### config.mk
export PLATFORM = sky130hd
export DESIGN_NAME = saph_vidrx_vga
export DESIGN_NICKNAME = d
export VERILOG_FILES = /design/src/rtl/saph_vidrx_vga.sv
export SDC_FILE = /design/constraint.sdc
export NUM_CORES = 1
export LEC_CHECK = 0
export ABC_AREA = 0
export BUFFER_PORTS_ARGS = -buffer_cell sky130_fd_sc_hd__buf_2
export CORE_MARGIN = 2
export CORE_UTILIZATION = 45
export CTS_CLUSTER_DIAMETER = 120
export DETAILED_ROUTE_END_ITERATION = 8
export GPL_TIMING_DRIVEN = 0
export MAX_ROUTING_LAYER = met4
export SLEW_MARGIN = 20
export SYNTH_ARGS = -nofsm -noshare
export SYNTH_HDL_FRONTEND = slang
export SYNTH_SLANG_ARGS = --single-unit
### constraint.sdc
create_clock -name clk -period 3.8 [get_ports clk]
set_clock_uncertainty 0.05 [all_clocks]
set_input_delay 1.14 -clock clk [delete_from_list [all_inputs] [get_ports clk]]
set_output_delay 1.14 -clock clk [all_outputs]
set_load 0.01 [all_outputs]
### src/rtl/saph_vidrx_vga.sv
// saph_vidrx_vga: VGA timing receiver measuring h/v porch, sync and video widths with lock and pixel coordinates
// Ports: clk, rst_n (async active-low); pix_en qualifies every sample; hsync/vsync/de stream with
//   hsync_pol/vsync_pol (1 = active-high); h_*_width in ticks, v_*_width in lines; h_locked/v_locked;
//   pix_valid/pix_x/pix_y one strobe per active pixel; frame_start strobe on vsync activation.
module saph_vidrx_vga #(
  parameter int x_width = 9,
  parameter int y_width = 9
) (
  input  logic               clk,
  input  logic               rst_n,
  input  logic               pix_en,
  input  logic               hsync,
  input  logic               vsync,
  input  logic               de,
  input  logic               hsync_pol,
  input  logic               vsync_pol,
  output logic [x_width-1:0] h_fp_width,
  output logic [x_width-1:0] h_vid_width,
  output logic [x_width-1:0] h_bp_width,
  output logic [x_width-1:0] h_sync_width,
  output logic [y_width-1:0] v_fp_width,
  output logic [y_width-1:0] v_vid_width,
  output logic [y_width-1:0] v_bp_width,
  output logic [y_width-1:0] v_sync_width,
  output logic               h_locked,
  output logic               v_locked,
  output logic               pix_valid,
  output logic [x_width-1:0] pix_x,
  output logic [y_width-1:0] pix_y,
  output logic               frame_start
);
  // Low two bits of a non-idle state index its pending-width slot.
  localparam logic [2:0] H_SYNC = 3'd0, H_BP = 3'd1, H_VID = 3'd2, H_FP = 3'd3, H_IDLE = 3'd4;
  localparam logic [2:0] V_SYNC = 3'd0, V_BP = 3'd1, V_VID = 3'd2, V_FP = 3'd3, V_IDLE = 3'd4;
  logic [2:0] h_st, h_nxt, v_st, v_le_st, v_nxt;
  logic hs, vs, hs_p, vs_p, de_p, line_de;
  logic hs_rise, hs_fall, vs_rise, vs_fall, de_rise, de_fall;
  logic line_end, frame_end, pixel, vs_leave;
  logic [x_width-1:0] h_cnt, x_cnt;
  logic [y_width-1:0] v_cnt, v_le_cnt, y_cnt;
  logic [x_width-1:0] hp [4];
  logic [x_width-1:0] h_meas [4];
  logic [y_width-1:0] vp [4];
  logic [y_width-1:0] vp_le [4];
  logic [y_width-1:0] v_meas [4];
  logic [y_width-1:0] vp_nxt [4];
  assign hs = hsync ~^ hsync_pol;
  assign vs = vsync ~^ vsync_pol;
  assign hs_rise = hs && !hs_p;
  assign hs_fall = !hs && hs_p;
  assign vs_rise = vs && !vs_p;
  assign vs_fall = !vs && vs_p;
  assign de_rise = de && !de_p;
  assign de_fall = !de && de_p;
  assign line_end = hs_rise && h_st != H_IDLE;
  assign frame_end = vs_rise && v_st != V_IDLE;
  assign pixel = de && h_nxt == H_VID && v_st != V_IDLE;
  always_comb begin
    h_nxt = hs_rise ? H_SYNC :
            (h_st == H_SYNC && hs_fall) ? H_BP :
            (h_st == H_BP && de_rise) ? H_VID :
            (h_st == H_VID && de_fall) ? H_FP : h_st;
    h_meas = hp;
    if (h_st != H_IDLE) h_meas[h_st[1:0]] = h_cnt;
    // Line-end transitions credit the ending line to the state it was classified into.
    v_le_st = !line_end ? v_st :
              ((v_st == V_BP || v_st == V_VID) && line_de) ? V_VID :
              (v_st == V_VID) ? V_FP : v_st;
    v_le_cnt = (!line_end || v_st == V_IDLE) ? v_cnt :
               (v_le_st != v_st) ? y_width'(1) :
               (&v_cnt ? v_cnt : v_cnt + 1'b1);
    vp_le = vp;
    if (v_le_st != v_st) vp_le[v_st[1:0]] = v_cnt;
    v_meas = vp_le;
    v_meas[v_le_st[1:0]] = v_le_cnt;
    vs_leave = vs_fall && v_le_st == V_SYNC;
    v_nxt = vs_rise ? V_SYNC : vs_leave ? V_BP : v_le_st;
    vp_nxt = vp_le;
    if (vs_rise) vp_nxt = '{default: '0};
    else if (vs_leave) vp_nxt[0] = v_le_cnt;
  end
  always_ff @(posedge clk or negedge rst_n)
    if (!rst_n) begin
      {hs_p, vs_p, de_p, line_de, h_locked, v_locked, pix_valid, frame_start} <= '0;
      h_st <= H_IDLE;
      v_st <= V_IDLE;
      {h_cnt, x_cnt, pix_x, h_fp_width, h_vid_width, h_bp_width, h_sync_width} <= '0;
      {v_cnt, y_cnt, pix_y, v_fp_width, v_vid_width, v_bp_width, v_sync_width} <= '0;
      hp <= '{default: '0};
      vp <= '{default: '0};
    end else begin
      pix_valid <= pix_en && pixel;
      frame_start <= pix_en && vs_rise;
      if (pix_en) begin
        hs_p <= hs;
        vs_p <= vs;
        de_p <= de;
        h_st <= h_nxt;
        h_cnt <= (hs_rise || h_nxt != h_st) ? x_width'(1) : (&h_cnt ? h_cnt : h_cnt + 1'b1);
        if (line_end) begin
          hp <= '{default: '0};
          h_sync_width <= h_meas[0];
          h_bp_width <= h_meas[1];
          h_vid_width <= h_meas[2];
          h_fp_width <= h_meas[3];
          h_locked <= h_meas[0] == h_sync_width && h_meas[1] == h_bp_width &&
                      h_meas[2] == h_vid_width && h_meas[3] == h_fp_width;
        end else if (h_nxt != h_st && h_st != H_IDLE) hp[h_st[1:0]] <= h_cnt;
        line_de <= !line_end && (line_de || (de && h_nxt == H_VID));
        v_st <= v_nxt;
        v_cnt <= (vs_rise || vs_leave) ? '0 : v_le_cnt;
        vp <= vp_nxt;
        if (frame_end) begin
          v_sync_width <= v_meas[0];
          v_bp_width <= v_meas[1];
          v_vid_width <= v_meas[2];
          v_fp_width <= v_meas[3];
          v_locked <= v_meas[0] == v_sync_width && v_meas[1] == v_bp_width &&
                      v_meas[2] == v_vid_width && v_meas[3] == v_fp_width;
        end
        y_cnt <= vs_rise ? '0 : (line_end && line_de) ? y_cnt + 1'b1 : y_cnt;
        x_cnt <= pixel ? x_cnt + 1'b1 : '0;
        if (pixel) begin
          pix_x <= x_cnt;
          pix_y <= y_cnt;
        end
      end
    end
endmodule

==> impl_metrics.toml <==
[clocking]
clk_latency_ns = 0.52
cts_buffers = 25
clock-sinks = 212
cts.path.max_buffers = 3
cts_setup_buffers = 0
htree_levels = 1
cts_tree = "yes"
root_buffer = "clkbuf_16"
postCtsHoldBufs = 0
clkTransAtPathRegs_ns = 0.06

[sta]
drv_slew = 0
hold_ws_ns = 0.416
tns_ns = 0
max-slew-margin-rel = 0.401
rsz0062_at_grt = "yes"
setup_viol = 0
finalHoldViolCount = 0
finalCritPeriodShare = 0.988
fin_crit_ns = 3.75
max_freq_ghz = 0.266
worst_pin_slew_ns = 0.893
final.setup.worst_slack_ns = 0.0453

[finish]
design_area_sq_mm = 0.0128
seqCellArea_sq_mm = 0.00531
reg_top3 = "hp: 36 flops, vp: 36 flops"
fillers = 2275
nNetsFinal = 1302
syn_to_final_growth_pct = 17.1
drive_gt1_frac = 0.141
multi_input_area_sq_mm = 0.00534

[power]
power_w = 0.00823
switching_share = 0.360
clkPwrFrac = 0.308
powerDensity_mw_per_mm2 = 641
p_int_w = 0.00526
leakage_nw = 5.94
p_sw_w = 0.00297
ir_drop_mv = 0.445
p_seq_frac = 0.375
combPwrFrac = 0.317

[global_route]
antenna_found_initial = 3
grt_pass1_vias = 8846
grt_max_degree = 91
grt_pass1_wl_mm = 52.9
grt_overflow = 0
grtUsageTotal = 0.268

[outcome]
outcome = "completed"

[yosys]
synth_ff_type = "dfrtp_1"
netlist.area_leader.share = 0.480
yosysTopAreaCell = "dfrtp_1"
avgSynthCellArea_sq_um = 9.46
async_reset_ff_frac = 1.00
synth.net_count = 1172
synth-seq-area-share = 0.484
synth_area_sq_mm = 0.0110
synth_area_leaders = "dfrtp_1 48%, nand2_1 5.6%, mux2i_1 4.4%"
syn_inst = 1159
synth_edf_count = 0
synth.distinct_cells = 75
yosysWarnings = 0
synth_seq_cells = 212

[placed_design]
dp_slack_ns = -0.778
dpl_cell_area_sq_mm = 0.0119
hpwl_mm = 23.9
place.gp.congestion = 0.918
portBuffers = 101

[floorplan]
io_pins = 102
start_util = 0.455
core_area_sq_mm = 0.0241
die_area_sq_mm = 0.0256
die_h_microns = 160
die_w_microns = 160
rows = 57

[routing]
drcViolationCount = 0
drt_iter0_markers = 841
post_drt_wl_per_cell_microns = 20.4
drt_wl_total_mm = 33.3
drt_pass1_iterations = 5
via_count = 9314
viasPerCell = 5.71
drtAntennaViolNets = 0

[critical_path]
crit_path_start_kind = "input pin"
cp.required_ns = 4.18
cp_slowest_cell = "a211oi_2"
max_stage_delay_ns = 0.67
worstPathArrival_ns = 4.13
endpoint_kind = "flop"
path_class = "input pin to flop"
cp_max_fo = 10
cp_cell_sequence = "buf_2 -> xor2_2 -> nor4_4 -> a21oi_1 -> a211oi_2 -> xnor2_1 -> o21ai_0 -> a2111oi_0 -> nand4_1 -> o31ai_2"

[job]
cap_violations = 0

[hold_path]
min_path_type = "flop to flop"
## through the flow
stage / utilization / cells
final: 0.532 / 1632
after global routing: 0.532 / 1632
after CTS: 0.531 / 1629
after detailed placement: 0.495 / 1586
after global placement: 0.492 / 1584
after floorplan: - / 1159
## metal layers
metal,routed length (microns),GRT usage
met3,1680,0.0343
met2,15700,0.421
met1,15100,0.371
met4,799,0.0688
met5,0,-
## power groups by stage
stage	Clock [W]	Combinational, W	Sequential [W]
after CTS	0.00257	0.00261	0.00308
after detailed placement	0	0.00259	0.00312
after global routing	0.00267	0.00289	0.00315
after global placement	0	0.00257	0.00312
final	0.00253	0.00261	0.00309
after floorplan	0	0.00158	0.00317
## repair_timing
action / 4_1_cts / 5_1_grt
endpoints found under the setup margin: 1 / 37
cloned: 0 / 0
resized for setup: 3 / 3
## cell families (layout without fill, tap and decap cells)
kind of cell | Yosys count | count (layout) | synth area share
adder cells (fa/ha/maj) | 5 | 5 | 0.00571
buffers and inverters | 87 | 233 | 0.0312
AO/OA/AOI/OAI | 289 | 289 | 0.174
flip-flops | 212 | 212 | 0.484
XOR/XNOR | 91 | 91 | 0.0734
AND/OR/NAND/NOR | 421 | 421 | 0.182
multiplexers | 54 | 54 | 0.0500
other | 0 | 3 | 0
## Yosys cell counts (17+ instances only)
library cell	n
o22ai_1	17
nand2_1	163
a21oi_1	67
nor2_1	110
dfrtp_1	210
o21ai_0	71
xor2_1	46
nand4_1	21
nor2b_1	24
clkbuf_1	60
nand3_1	19
a22o_1	44
mux2i_1	48
xnor2_1	44
## path summary, 6_finish.rpt
check                      slack, ns            end  cells after the start  startpoint
setup reg to reg                0.13       v_locked                     10     h_st[2]
hold reg to reg                 0.42       pix_x[3]                      2    pix_x[3]
setup / recovery                0.05       v_locked                     10   hsync_pol
hold / removal                  0.42       pix_x[3]                      2    pix_x[3]
max in group asynchronous       2.09  h_bp_width[7]                      3       rst_n
min in group asynchronous       0.47       pix_x[3]                      1       rst_n
## layout by cell type, fill, tap and decap left out, types with 5 or more instances in the layout
cell type	count
o211ai_1	10
dfrtp_1	210
clkbuf_1	67
or3_1	5
nor2b_1	24
a21oi_1	67
clkbuf_8	5
nor2_1	110
nor3_1	15
nand2_1	163
nand3_1	19
clkbuf_16	25
nor4_1	12
buf_2	106
a31oi_1	12
o21ai_0	71
xor2_1	45
o31ai_1	9
o2bb2ai_1	8
o22ai_1	17
inv_1	14
and3_1	12
xnor2_1	44
a21o_1	5
mux2_2	6
a22o_1	44
mux2i_1	48
ha_1	5
nand2b_1	9
nand4_1	21
## area by class of cell
type	count	share of cell area
multi-input cells	860	0.416
flip-flops and latches	212	0.414
clock buffers	37	0.0562
repair buffers	103	0.0445
well taps	324	0.0316
plain buffers	71	0.0219
clock inverters	6	0.0103
inverters	16	0.00497
diodes	3	0.000585
## critical path, delay by kind of cell
family | cells | cell delay (ns)
xor+xnor | 2 | 0.43
buf+inv | 1 | 0.13
compound gates | 5 | 1.65
simple gates | 2 | 0.77
Power figures use the tool's default switching activity.
